[config.mk]
export PLATFORM = sky130hd
export DESIGN_NAME = dynamixel_status_rx
export DESIGN_NICKNAME = d
export VERILOG_FILES = /design/src/rtl/dynamixel_pkg.sv /design/src/rtl/uart_rx_byte.sv /design/src/rtl/dynamixel_status_rx.sv
export SDC_FILE = /design/constraint.sdc
export NUM_CORES = 1
export LEC_CHECK = 0
export CORE_UTILIZATION = 40
export DETAILED_ROUTE_END_ITERATION = 7
export PLACE_DENSITY = 0.67
export SYNTH_ARGS = -nofsm -noshare
export SYNTH_HDL_FRONTEND = slang
export SYNTH_HIERARCHICAL = 1
export SYNTH_SLANG_ARGS = --single-unit
[constraint.sdc]
create_clock -name clk -period 3.5 [get_ports clk]
set_input_delay 0.525 -clock clk [delete_from_list [all_inputs] [get_ports clk]]
set_output_delay 0.525 -clock clk [all_outputs]
set_load 0.01 [all_outputs]
[src/rtl/dynamixel_pkg.sv]
// Shared types for the Dynamixel protocol-1 status receiver.
//   fail_code_t : result code reported with each completed status packet
//   rx_state_t  : parser FSM states
//   bit_state_t : byte receiver bit-timing states
//   HDR_BYTE    : header/preamble byte value
package dynamixel_pkg;

  localparam logic [7:0] HDR_BYTE = 8'hFF;

  typedef enum logic [1:0] {
    FcOk       = 2'b00,
    FcTimeout  = 2'b01,
    FcChecksum = 2'b10,
    FcFormat   = 2'b11
  } fail_code_t;

  typedef enum logic [3:0] {
    StIdle  = 4'd0,
    StHdr1  = 4'd1,
    StHdr2  = 4'd2,
    StId    = 4'd3,
    StLen   = 4'd4,
    StErr   = 4'd5,
    StParam = 4'd6,
    StChk   = 4'd7,
    StFin   = 4'd8
  } rx_state_t;

  typedef enum logic [1:0] {
    BitIdle  = 2'd0,
    BitStart = 2'd1,
    BitData  = 2'd2,
    BitStop  = 2'd3
  } bit_state_t;

endpackage

[src/rtl/uart_rx_byte.sv]
// 8N1 byte receiver for the half-duplex Dynamixel bus.
// Ports:
//   clk, reset_n : system clock, asynchronous active-low reset
//   rxd          : raw asynchronous bus line, idle high
//   byte_valid   : 1-cycle pulse, data holds a byte with a good stop bit
//   frame_err    : 1-cycle pulse, stop bit sampled low
//   data         : last received byte
module uart_rx_byte
  import dynamixel_pkg::*;
#(
  parameter int unsigned CLKS_PER_BIT = 869
) (
  input  logic       clk,
  input  logic       reset_n,
  input  logic       rxd,
  output logic       byte_valid,
  output logic       frame_err,
  output logic [7:0] data
);

  localparam logic [15:0] BitLast  = 16'(CLKS_PER_BIT - 1);
  localparam logic [15:0] HalfLast = 16'(CLKS_PER_BIT / 2 - 1);

  logic [1:0]  sync_q;
  logic        prev_q;
  bit_state_t  state_q, state_d;
  logic [15:0] cnt_q, cnt_d;
  logic [2:0]  bit_q, bit_d;
  logic [7:0]  shift_q, shift_d;
  logic        valid_q, valid_d;
  logic        ferr_q, ferr_d;
  logic        rx;

  assign rx = sync_q[1];

  always_comb begin
    state_d = state_q;
    cnt_d   = cnt_q;
    bit_d   = bit_q;
    shift_d = shift_q;
    valid_d = 1'b0;
    ferr_d  = 1'b0;
    unique case (state_q)
      BitIdle: begin
        if (prev_q && !rx) begin
          state_d = BitStart;
          cnt_d   = '0;
        end
      end
      BitStart: begin
        // Mid-start-bit check rejects short glitches on the line.
        if (cnt_q == HalfLast) begin
          cnt_d   = '0;
          bit_d   = '0;
          state_d = rx ? BitIdle : BitData;
        end else begin
          cnt_d = cnt_q + 16'd1;
        end
      end
      BitData: begin
        if (cnt_q == BitLast) begin
          cnt_d   = '0;
          shift_d = {rx, shift_q[7:1]};
          if (bit_q == 3'd7) state_d = BitStop;
          else               bit_d   = bit_q + 3'd1;
        end else begin
          cnt_d = cnt_q + 16'd1;
        end
      end
      BitStop: begin
        if (cnt_q == BitLast) begin
          valid_d = rx;
          ferr_d  = !rx;
          state_d = BitIdle;
        end else begin
          cnt_d = cnt_q + 16'd1;
        end
      end
      default: state_d = BitIdle;
    endcase
  end

  always_ff @(posedge clk or negedge reset_n) begin
    if (!reset_n) begin
      // Synchronizer resets to the idle level so no false start edge appears.
      sync_q  <= 2'b11;
      prev_q  <= 1'b1;
      state_q <= BitIdle;
      cnt_q   <= '0;
      bit_q   <= '0;
      shift_q <= '0;
      valid_q <= 1'b0;
      ferr_q  <= 1'b0;
    end else begin
      sync_q  <= {sync_q[0], rxd};
      prev_q  <= rx;
      state_q <= state_d;
      cnt_q   <= cnt_d;
      bit_q   <= bit_d;
      shift_q <= shift_d;
      valid_q <= valid_d;
      ferr_q  <= ferr_d;
    end
  end

  assign byte_valid = valid_q;
  assign frame_err  = ferr_q;
  assign data       = shift_q;

endmodule

[src/rtl/dynamixel_status_rx.sv]
// Dynamixel protocol-1 status packet receiver and parser.
// Ports:
//   clk, reset_n  : 50 MHz clock, asynchronous active-low reset
//   arm           : 1-cycle pulse, clear results and start listening
//   rxd           : raw bus line, idle high
//   busy          : high from arm until the result is reported
//   done          : 1-cycle pulse when a packet is accepted or rejected
//   fail_code     : 00 OK, 01 TIMEOUT, 10 CHECKSUM, 11 FORMAT
//   status_id/len/err : header fields of the last packet
//   status_params : param k in bits [8k+7:8k], unused bytes 0
module dynamixel_status_rx
  import dynamixel_pkg::*;
#(
  parameter int unsigned CLKS_PER_BIT = 869,
  parameter int unsigned MAX_PARAMS   = 4,
  parameter int unsigned TIMEOUT_CYC  = 50000
) (
  input  logic                    clk,
  input  logic                    reset_n,
  input  logic                    arm,
  input  logic                    rxd,
  output logic                    busy,
  output logic                    done,
  output logic [1:0]              fail_code,
  output logic [7:0]              status_id,
  output logic [7:0]              status_len,
  output logic [7:0]              status_err,
  output logic [8*MAX_PARAMS-1:0] status_params
);

  localparam logic [7:0]  LenMax  = 8'(MAX_PARAMS + 2);
  localparam logic [31:0] TmoLast = 32'(TIMEOUT_CYC - 1);

  logic       byte_valid, frame_err;
  logic [7:0] rx_data;

  uart_rx_byte #(
    .CLKS_PER_BIT(CLKS_PER_BIT)
  ) u_rx (
    .clk       (clk),
    .reset_n   (reset_n),
    .rxd       (rxd),
    .byte_valid(byte_valid),
    .frame_err (frame_err),
    .data      (rx_data)
  );

  rx_state_t               state_q, state_d;
  fail_code_t              fail_q, fail_d;
  logic [7:0]              id_q, id_d, len_q, len_d, err_q, err_d;
  logic [8*MAX_PARAMS-1:0] params_q, params_d;
  logic [7:0]              sum_q, sum_d, cnt_q, cnt_d;
  logic [31:0]             tmo_q, tmo_d;
  logic                    past_hdr;

  assign busy     = !(state_q inside {StIdle, StFin});
  assign past_hdr = state_q inside {StId, StLen, StErr, StParam, StChk};

  always_comb begin
    state_d  = state_q;
    fail_d   = fail_q;
    id_d     = id_q;
    len_d    = len_q;
    err_d    = err_q;
    params_d = params_q;
    sum_d    = sum_q;
    cnt_d    = cnt_q;
    tmo_d    = busy ? tmo_q + 32'd1 : tmo_q;

    if (arm) begin
      // Arm overrides everything, including a pending timeout or result.
      state_d  = StHdr1;
      fail_d   = FcOk;
      id_d     = '0;
      len_d    = '0;
      err_d    = '0;
      params_d = '0;
      sum_d    = '0;
      cnt_d    = '0;
      tmo_d    = '0;
    end else if (busy && tmo_q == TmoLast) begin
      state_d = StFin;
      fail_d  = FcTimeout;
    end else if (past_hdr && frame_err) begin
      // Framing errors before the header are treated as turnaround noise.
      state_d = StFin;
      fail_d  = FcFormat;
    end else begin
      unique case (state_q)
        StIdle: ;
        StHdr1: if (byte_valid && rx_data == HDR_BYTE) state_d = StHdr2;
        StHdr2: if (byte_valid) state_d = (rx_data == HDR_BYTE) ? StId : StHdr1;
        StId: begin
          if (byte_valid && rx_data != HDR_BYTE) begin
            id_d    = rx_data;
            sum_d   = sum_q + rx_data;
            state_d = StLen;
          end
        end
        StLen: begin
          if (byte_valid) begin
            len_d = rx_data;
            sum_d = sum_q + rx_data;
            if (rx_data < 8'd2 || rx_data > LenMax) begin
              state_d = StFin;
              fail_d  = FcFormat;
            end else begin
              state_d = StErr;
            end
          end
        end
        StErr: begin
          if (byte_valid) begin
            err_d   = rx_data;
            sum_d   = sum_q + rx_data;
            state_d = (len_q == 8'd2) ? StChk : StParam;
          end
        end
        StParam: begin
          if (byte_valid) begin
            for (int k = 0; k < MAX_PARAMS; k++) begin
              if (cnt_q == 8'(k)) params_d[8*k +: 8] = rx_data;
            end
            sum_d = sum_q + rx_data;
            cnt_d = cnt_q + 8'd1;
            if (cnt_q + 8'd1 == len_q - 8'd2) state_d = StChk;
          end
        end
        StChk: begin
          if (byte_valid) begin
            state_d = StFin;
            fail_d  = (rx_data == ~sum_q) ? FcOk : FcChecksum;
          end
        end
        StFin:   state_d = StIdle;
        default: state_d = StIdle;
      endcase
    end
  end

  always_ff @(posedge clk or negedge reset_n) begin
    if (!reset_n) begin
      state_q  <= StIdle;
      fail_q   <= FcOk;
      id_q     <= '0;
      len_q    <= '0;
      err_q    <= '0;
      params_q <= '0;
      sum_q    <= '0;
      cnt_q    <= '0;
      tmo_q    <= '0;
    end else begin
      state_q  <= state_d;
      fail_q   <= fail_d;
      id_q     <= id_d;
      len_q    <= len_d;
      err_q    <= err_d;
      params_q <= params_d;
      sum_q    <= sum_d;
      cnt_q    <= cnt_d;
      tmo_q    <= tmo_d;
    end
  end

  // An arm landing on the result cycle swallows the pulse.
  assign done          = (state_q == StFin) && !arm;
  assign fail_code     = fail_q;
  assign status_id     = id_q;
  assign status_len    = len_q;
  assign status_err    = err_q;
  assign status_params = params_q;

endmodule
# After elaboration in Yosys (flattened, before gate mapping)
# Cells that the tools add are included.
word_totals:
  n_memories: 0
  ramBits: 0
  inputBits: 4
  output_inout_bits: 60
  rom_bits: 0
  latchBits: 0
  reg_bits: 144
  wordCells: 197
classes:
  shifts: 0
  add_sub_neg: 6
  mux: 79
  n_mul: 0
  eq_ne: 45
  bitwise_logic: 1
  div_mod_pow: 0
  order_cmp: 2
  reduce_logical: 44
op_table:
  columns: ["cell", "count"]
  rows:
  - ["32-bit 2-to-1 mux", 7]
  - ["8-bit 2-to-1 mux", 28]
  - ["16-bit 2-to-1 mux", 4]
  - ["16-bit case mux with 4 select lines", 1]
  - ["4-bit 2-to-1 mux", 12]
  - ["5-bit by 2-bit != test with 1-bit output, second input constant", 7]
  - ["32-bit by 1-bit adder with 32-bit output, second input constant", 1]
  - ["32-bit by 16-bit == test with 1-bit output, second input constant", 1]
  - ["4-bit case mux with 8 select lines", 1]
  - ["5-bit AND reduction", 6]
  - ["2-bit 2-to-1 mux", 14]
  - ["8-bit by 2-bit == test with 1-bit output, second input constant", 3]
  - ["4-bit AND reduction", 6]
  - ["2-bit nonzero test", 12]
  - ["16-bit by 1-bit adder with 16-bit output, second input constant", 1]
  - ["16-bit by 10-bit == test with 1-bit output, second input constant", 1]
  - ["16-bit by 9-bit == test with 1-bit output, second input constant", 1]
  - ["4-bit by 3-bit == test with 1-bit output, second input constant", 4]
  - ["8-bit == test", 2]
  - ["8-bit case mux with 2 select lines", 1]
  - ["2-bit by 1-bit != test with 1-bit output, second input constant", 5]
  - ["2-bit != test, second input constant", 5]
  - ["5-bit nonzero test", 2]
  - ["3-bit 2-to-1 mux", 3]
  - ["35 further kinds", 49]

# Longest topological paths before layout
# Gate-level depths: netlist of run 1.
depth:
  word_depth: 8
  depth_mapped: 10
  depth_no_buf: 9

# Modules after synthesis
# Netlist of run 1, hierarchy kept.
by_module_without_submodules:
  columns: ["mod", "seq_area_each_um2", "area_per_inst_um2", "cells_each", "instances"]
  rows:
  - ["dynamixel_status_rx", 2752.6, 5918.2, 594, 1]
  - ["uart_rx_byte", 854.6, 1731.7, 159, 1]

# Least setup slack after synthesis of run 1
# No wires, ideal clock.
synth_path:
  path_type: "reg2reg"
  start: "register tmo_q[29]"
  end: "register sum_q[1]"
  n_path_buf: 1
  setup_slack_ps: 1112
  path_stages_with_launch: 8
  period_less_slack_ps: 2388
  arrival_ps: 2256
  setup_ps: 132
  t_required_ps: 3368
  path_cell_list: "dfrtp_1 or4_4 nor4_4 nand2b_4 or3_1 buf_6 mux2i_1 nor2_1"
synth_via:
  elab_chain_len: 4
synth_lines:
  columns: ["item", "line", "rtl"]
  rows:
  - ["from (decl)", "dynamixel_status_rx.sv:53", "logic [31:0] tmo_q, tmo_d;"]
  - ["from (signal assigned)", "dynamixel_status_rx.sv:161", "tmo_q <= tmo_d;"]
  - ["32-bit by 16-bit == test with 1-bit output", "dynamixel_status_rx.sv:81", "end else if (busy && tmo_q == TmoLast) begin"]
  - ["1-bit logical AND", "dynamixel_status_rx.sv:81", null]
  - ["2-bit != test (no line)", null, null]
  - ["5-bit AND reduction (no line)", null, null]
  - ["to (signal assigned)", "dynamixel_status_rx.sv:159", "sum_q <= sum_d;"]
  - ["to (decl)", "dynamixel_status_rx.sv:52", "logic [7:0] sum_q, sum_d, cnt_q, cnt_d;"]
# No other way between the ends.
# A chain may end at the register's enable or synchronous reset.

==> results of run 1 <==
worst max-delay path, cell delays in order (launching register included):
cell and delay (ns):
dfrtp_1 0.68, nor3_4 0.14, inv_2 0.15, nand2b_2 0.12, nor4_4 0.76, nand2b_4 0.29
or3_1 0.39, mux2i_1 0.23, nor2_1 0.06
logic make-up (layout without fill, tap and decap cells):
group                    after synthesis  after routing
AO/OA/AOI/OAI                         69             69
XOR/XNOR                              68             68
adder cells (fa/ha/maj)               19             19
buffers and inverters                 58            118
flip-flops                           144            144
multiplexers                          78             78
AND/OR/NAND/NOR                      317            317
layout by cell type, fill, tap and decap left out, types with 5 or more instances in the layout:
cell and instances:
a21oi_1 19, a31oi_1 5, and2_1 7, and3_1 15, buf_4 11, clkbuf_16 17, clkdlybuf4s50_1 61, dfrtp_1 141
ha_1 18, inv_1 14, mux2_2 10, mux2i_1 68, nand2_1 40, nand3_1 31, nand4_1 19, nor2_1 133
nor2b_1 5, nor3_1 8, nor4_1 8, nor4_4 5, o21ai_0 10, or3_1 9, xnor2_1 24, xor2_1 44
where the power goes:
group	leakage [nW]	total, mW	internal [mW]	switching [mW]
Sequential	1.99	1.84	1.72	0.116
Clock	0.262	1.66	0.940	0.719
Combinational	1.64	0.548	0.195	0.353
Total	3.90	4.05	2.86	1.19
per-layer routing:
metal,wire (um),up-vias
li1,-,2722
met1,8320,2786
met2,8300,88
met3,505,8
met4,100,0
met5,0,-
layout make-up:
type                    count  area share (%)
clock buffers              19            5.03
clock inverters            11           0.918
inverters                  15           0.626
multi-input cells         551            42.2
flip-flops and latches    144            40.1
well taps                 234            3.25
repair buffers             73            7.83
state kept, by name, indices dropped and copies added, names as in the netlist, 8 cells and up, named ones only:
name	count
u_rx/cnt_q	16
u_rx/data	8
cnt_q	8
status_id	8
sum_q	8
tmo_q	32
status_len	8
status_err	8
status_params	32
worst min-delay path by stage:
| stage | start | to | slack, ns | cells after the start |
|---|---|---|---|---|
| after CTS | reset_n | status_params[11]$_DFFE_PN0P_ | 0.16 | 1 |
| after floorplan | reset_n | cnt_q[0]$_DFFE_PN0P_ | 0.23 | 0 |
| after global placement | u_rx/sync_q[0]$_DFF_PN1_ | u_rx/sync_q[1]$_DFF_PN1_ | 0.35 | 0 |
| after detailed placement | u_rx/sync_q[0]$_DFF_PN1_ | u_rx/sync_q[1]$_DFF_PN1_ | 0.35 | 0 |
| final | reset_n | status_params[11]$_DFFE_PN0P_ | 0.13 | 1 |
| after global routing | reset_n | status_params[11]$_DFFE_PN0P_ | 0.19 | 1 |
through the flow:
step	area, um2	hold slack [ns]
2_1_floorplan	7650	0.229
5_1_grt	9000	0.192
4_1_cts	9000	0.158
3_3_place_gp	8460	0.346
3_5_place_dp	8460	0.347
6_report	9000	0.133
==> metrics, run 1 <==
Max VDD drop ~0.00033 V; mux cell area share after synthesis between 10% and 20%; Compound-Gate Fraction of Synth Area about 6.2%; FF/Latch Area roughly 0.0036 mm2; crit start category flop; arrival time at the worst endpoint roughly 3.3 ns; #FFs+latches synth about 140; Die ar. ~0.02 mm2; DRT iter0 DRCs 361; status complete, no violations; Post-synth ARST share 100%; antenna violations before repair 0; PD cells between 400 and 500 mW/mm2; post-DP HPWL ~11000 um; Data required, critical path between 3 and 4 ns; met1 usage between 20% and 30%; Reg clk slew, reported paths about 0.06 ns; via count 5604; routed vias/inst about 5.4; DP Cell Count between 1000 and 1500; Starting Density 40.9%; share of synthesized cell area in and, or, nand and nor gates 22.1%; Final Hold Fails 0; end of the critical path sum_q[5]$_DFFE_PN0P_; worst r2r path cells 8; die height between 100 and 150 um; clk_lat worst skew 0.43 ns; drt wl/cell between 15 and 20 um; Max Cap Viol 0; worst relative slew slack a little under a third; post-synth net total around 780; CTS Buffer Depth 2; Fmax 0.335 GHz; vias in the first global route between 5000 and 6000; count leader, synth dfrtp_1; DRT Wirelength 17200 um; largest net degree at the start of global routing 83; skew final 0.0139 ns; setup TNS 0 ns; Setup Viol. Count Final 0; Hold Path Class input port to async pin; CP Max Fanout 14; diode count 0; crit path from state_q[0]$_DFFE_PN0P_; Pleak 3.90 nW; met2 GRT Util ~30%; total power ~4.0 mW; non-filler cells in the finished layout between 1000 and 1500; H-tree depth 4; synthesis-to-layout area growth 17.6%; CTS hold repair buffers 0; gr busiest metal met2; Place WS around 0.56 ns; Synth Warn # 6; TritonCTS clock tree yes; PortBufs 63; gp weighted congestion between 0.8 and 0.9; first-pass GRT wire length 28900 um; root buf cell clkbuf_16; ys flop type dfrtp_1; Avg Cell Area, Syn 10.2 um2; reg2reg start state_q[0]$_DFFE_PN0P_; Slew Limit Fails 0; unrepaired setup endpoints after global routing false; number of nets still failing antenna checks after routing 0; Cell variety after synth 71; share of the core filled with cells roughly 48%; Tot GR Track Use between 10% and 20%; IO Pins 64; GRT met3 Usage 4.00%; Yosys top cell by area dfrtp_1; register area share after synthesis 47.2%; Core Box Area 0.0187 mm2; layout cells sized above 1 a little under a tenth; Final WS setup ~0.52 ns; minimum clock period between 2 and 3 ns; Resize count post-CTS 0; top cells by area, synth dfrtp_1 46%, mux2i_1 8.9%, nor2_1 6.5%; kind of end point of the critical path flop; Multi-input gate area around 0.0038 mm2; Worst Path Class, Setup flop to flop; DRT Pass-1 Iters 4; # DRC 0; Num CTS Buffers 17; top cell type's share of synthesized area a little under half; Clock Sinks about 140; fin nets 825; post-synthesis cell count 753; width of the chip around 140 um; total gr overflow 0; reg2reg setup slack between 0.5 and 0.6 ns; largest family of logic cells by synthesized area simple AND/OR/NAND/NOR gates; synth cell count leaders 141 x dfrtp_1, 133 x nor2_1, 68 x mux2i_1; row count 50; post-synthesis xor/xnor area fraction 7.79%; number of synthesized flops with an enable pin 0; Synth Cell Area approximately 0.0076 mm2; fraction of the cycle the final worst path needs a little under nine tenths; filler cell count in the final layout 1716; postcts setup bufs 0; worst r2r dst sum_q[5]$_DFFE_PN0P_; adder-cell share of the synthesized area around 3.2%; worst-margin pin slew between 1 and 1.5 ns
Power figures use the tool's default switching activity.
==> inputs of run 2 (changes only) <==
SETUP_SLACK_MARGIN = 0.15   (was not set)
==> results of run 2 <==
Final layout, timing and power as in run 1 (identical DEF).
==> inputs of run 3 (changes only) <==
MAX_ROUTING_LAYER = met4   (was not set)
==> run 3 against run 2 <==
Count of clock-buffer cells in the layout is the same. Final area unchanged. Register-to-register slack about the same. Clock skew fell by 0.00072 ns. Critical path type unchanged. Critical endpoint unchanged.
==> metrics, run 3 (synthesis gave the netlist of run 1 again) <==
Max Cap Viol 0; row count 50; Max VDD drop about 0.00033 V; Pleak 3.90 nW; layout cells sized above 1 under 10%; status complete, no violations; Post-DP Area ~0.0085 mm2; Fmax ~0.33 GHz; vias in the first global route ~5400; drt wl/cell between 15 and 20 um; Final WS setup 0.514 ns; PortBufs 63; Final Hold Fails 0; IO Pins 64; fin nets 825; first-pass GRT wire length 28900 um; gp weighted congestion roughly 0.85; CTS Buffer Depth 2; crit start category flop; PD cells approximately 450 mW/mm2; width of the chip ~140 um; DRT iter0 DRCs roughly 410; Final Cell Area 0.00900 mm2; DRT Wirelength 17200 um; CP Max Fanout 14; arrival time at the worst endpoint about 3.3 ns; setup TNS 0 ns; worst relative slew slack 31.0%; diode count 0; CTS hold repair buffers 0; kind of end point of the critical path flop; Setup Viol. Count Final 0; DRT Pass-1 Iters 7; Starting Density 40.9%; worst-margin pin slew roughly 1.0 ns; clk_lat worst skew ~0.43 ns; die height around 140 um; postcts setup bufs 0; H-tree depth 4; number of nets still failing antenna checks after routing 0; Resize count post-CTS 0; via count about 5600; commonest cells after routing, fill and taps aside 141 x dfrtp_1, 133 x nor2_1, 68 x mux2i_1; share of the core filled with cells about half; Data required, critical path between 3 and 4 ns; synthesis-to-layout area growth 17.6%; Clock Sinks 144; TritonCTS clock tree yes; Die ar. between 0.015 and 0.02 mm2; minimum clock period 2.99 ns; post-DP HPWL 11500 um; routed vias/inst roughly 5.3; Reg clk slew, reported paths about 0.06 ns; Hold Path Class input port to async pin; largest net degree at the start of global routing 83; # DRC 0; commonest non-fill, non-tap cell in the layout dfrtp_1; skew final about 0.013 ns; antenna violations before repair 0; Core Box Area approximately 0.019 mm2; root buf cell clkbuf_16; Worst Path Class, Setup flop to flop; Tot GR Track Use roughly a fifth; Slew Limit Fails 0; unrepaired setup endpoints after global routing false; Place WS 0.560 ns; total gr overflow 0; fraction of the cycle the final worst path needs 85.3%; Num CTS Buffers 17
==> run 3: cell counts in the layout (fill, tap and decap cells not counted) <==
Identical to the previous run, type by type.
==> run 3: final cells by class <==
| cell class | count | area (um2) |
|---|---|---|
| clock inverter | 11 | 82.6 |
| fill | 1716 | 9710 |
| clock buffer | 19 | 453 |
| timing repair buffer | 73 | 704 |
| sequential | 144 | 3610 |
| multi-input combinational | 551 | 3800 |
| inverter | 15 | 56.3 |
| tap | 234 | 293 |
==> run 3: metal layers <==
| metal | share of wire (%) | vias to the layer above | global-route usage [%] |
|---|---|---|---|
| met4 | 0.93 | 0 | 5.73 |
| met2 | 48 | 90 | 29.8 |
| met5 | 0 | - | - |
| met1 | 48 | 2746 | 25.6 |
| met3 | 2.8 | 13 | 3.49 |
| li1 | - | 2718 | - |
==> run 3: final timing paths <==
kind,from,end,slack [ns],cells past startpoint
max,state_q[0]$_DFFE_PN0P_,sum_q[5]$_DFFE_PN0P_,0.51,8
min,reset_n,status_params[11]$_DFFE_PN0P_,0.13,1
max reg2reg,state_q[0]$_DFFE_PN0P_,sum_q[5]$_DFFE_PN0P_,0.51,8
min reg2reg,u_rx/sync_q[0]$_DFF_PN1_,u_rx/sync_q[1]$_DFF_PN1_,0.36,0
max in group asynchronous,reset_n,u_rx/sync_q[1]$_DFF_PN1_,2.49,2
min in group clk,u_rx/sync_q[0]$_DFF_PN1_,u_rx/sync_q[1]$_DFF_PN1_,0.36,0
==> run 3: power breakdown <==
part / internal (mW) / total, mW / switching, mW / leakage, nW
Sequential: 1.72 / 1.84 / 0.116 / 1.99
Combinational: 0.195 / 0.548 / 0.353 / 1.64
Clock: 0.939 / 1.66 / 0.719 / 0.262
==> run 3: worst max-delay path, cell delays in order, from the launching register on <==
cell      delay, ns
dfrtp_1        0.68
nor3_4         0.14
inv_2          0.15
nand2b_2       0.12
nor4_4         0.76
nand2b_4       0.29
or3_1          0.39
mux2i_1        0.23
nor2_1         0.06
==> run 3: stage by stage <==
stage / power, mW / instances / hold slack, ns
4_1_cts: 4.09 / 1047 / 0.158
3_3_place_gp: 2.40 / 1017 / 0.346
2_1_floorplan: 2.26 / 753 / 0.229
5_1_grt: 4.24 / 1047 / 0.190
3_5_place_dp: 2.41 / 1017 / 0.347
6_report: 4.04 / 1047 / 0.130
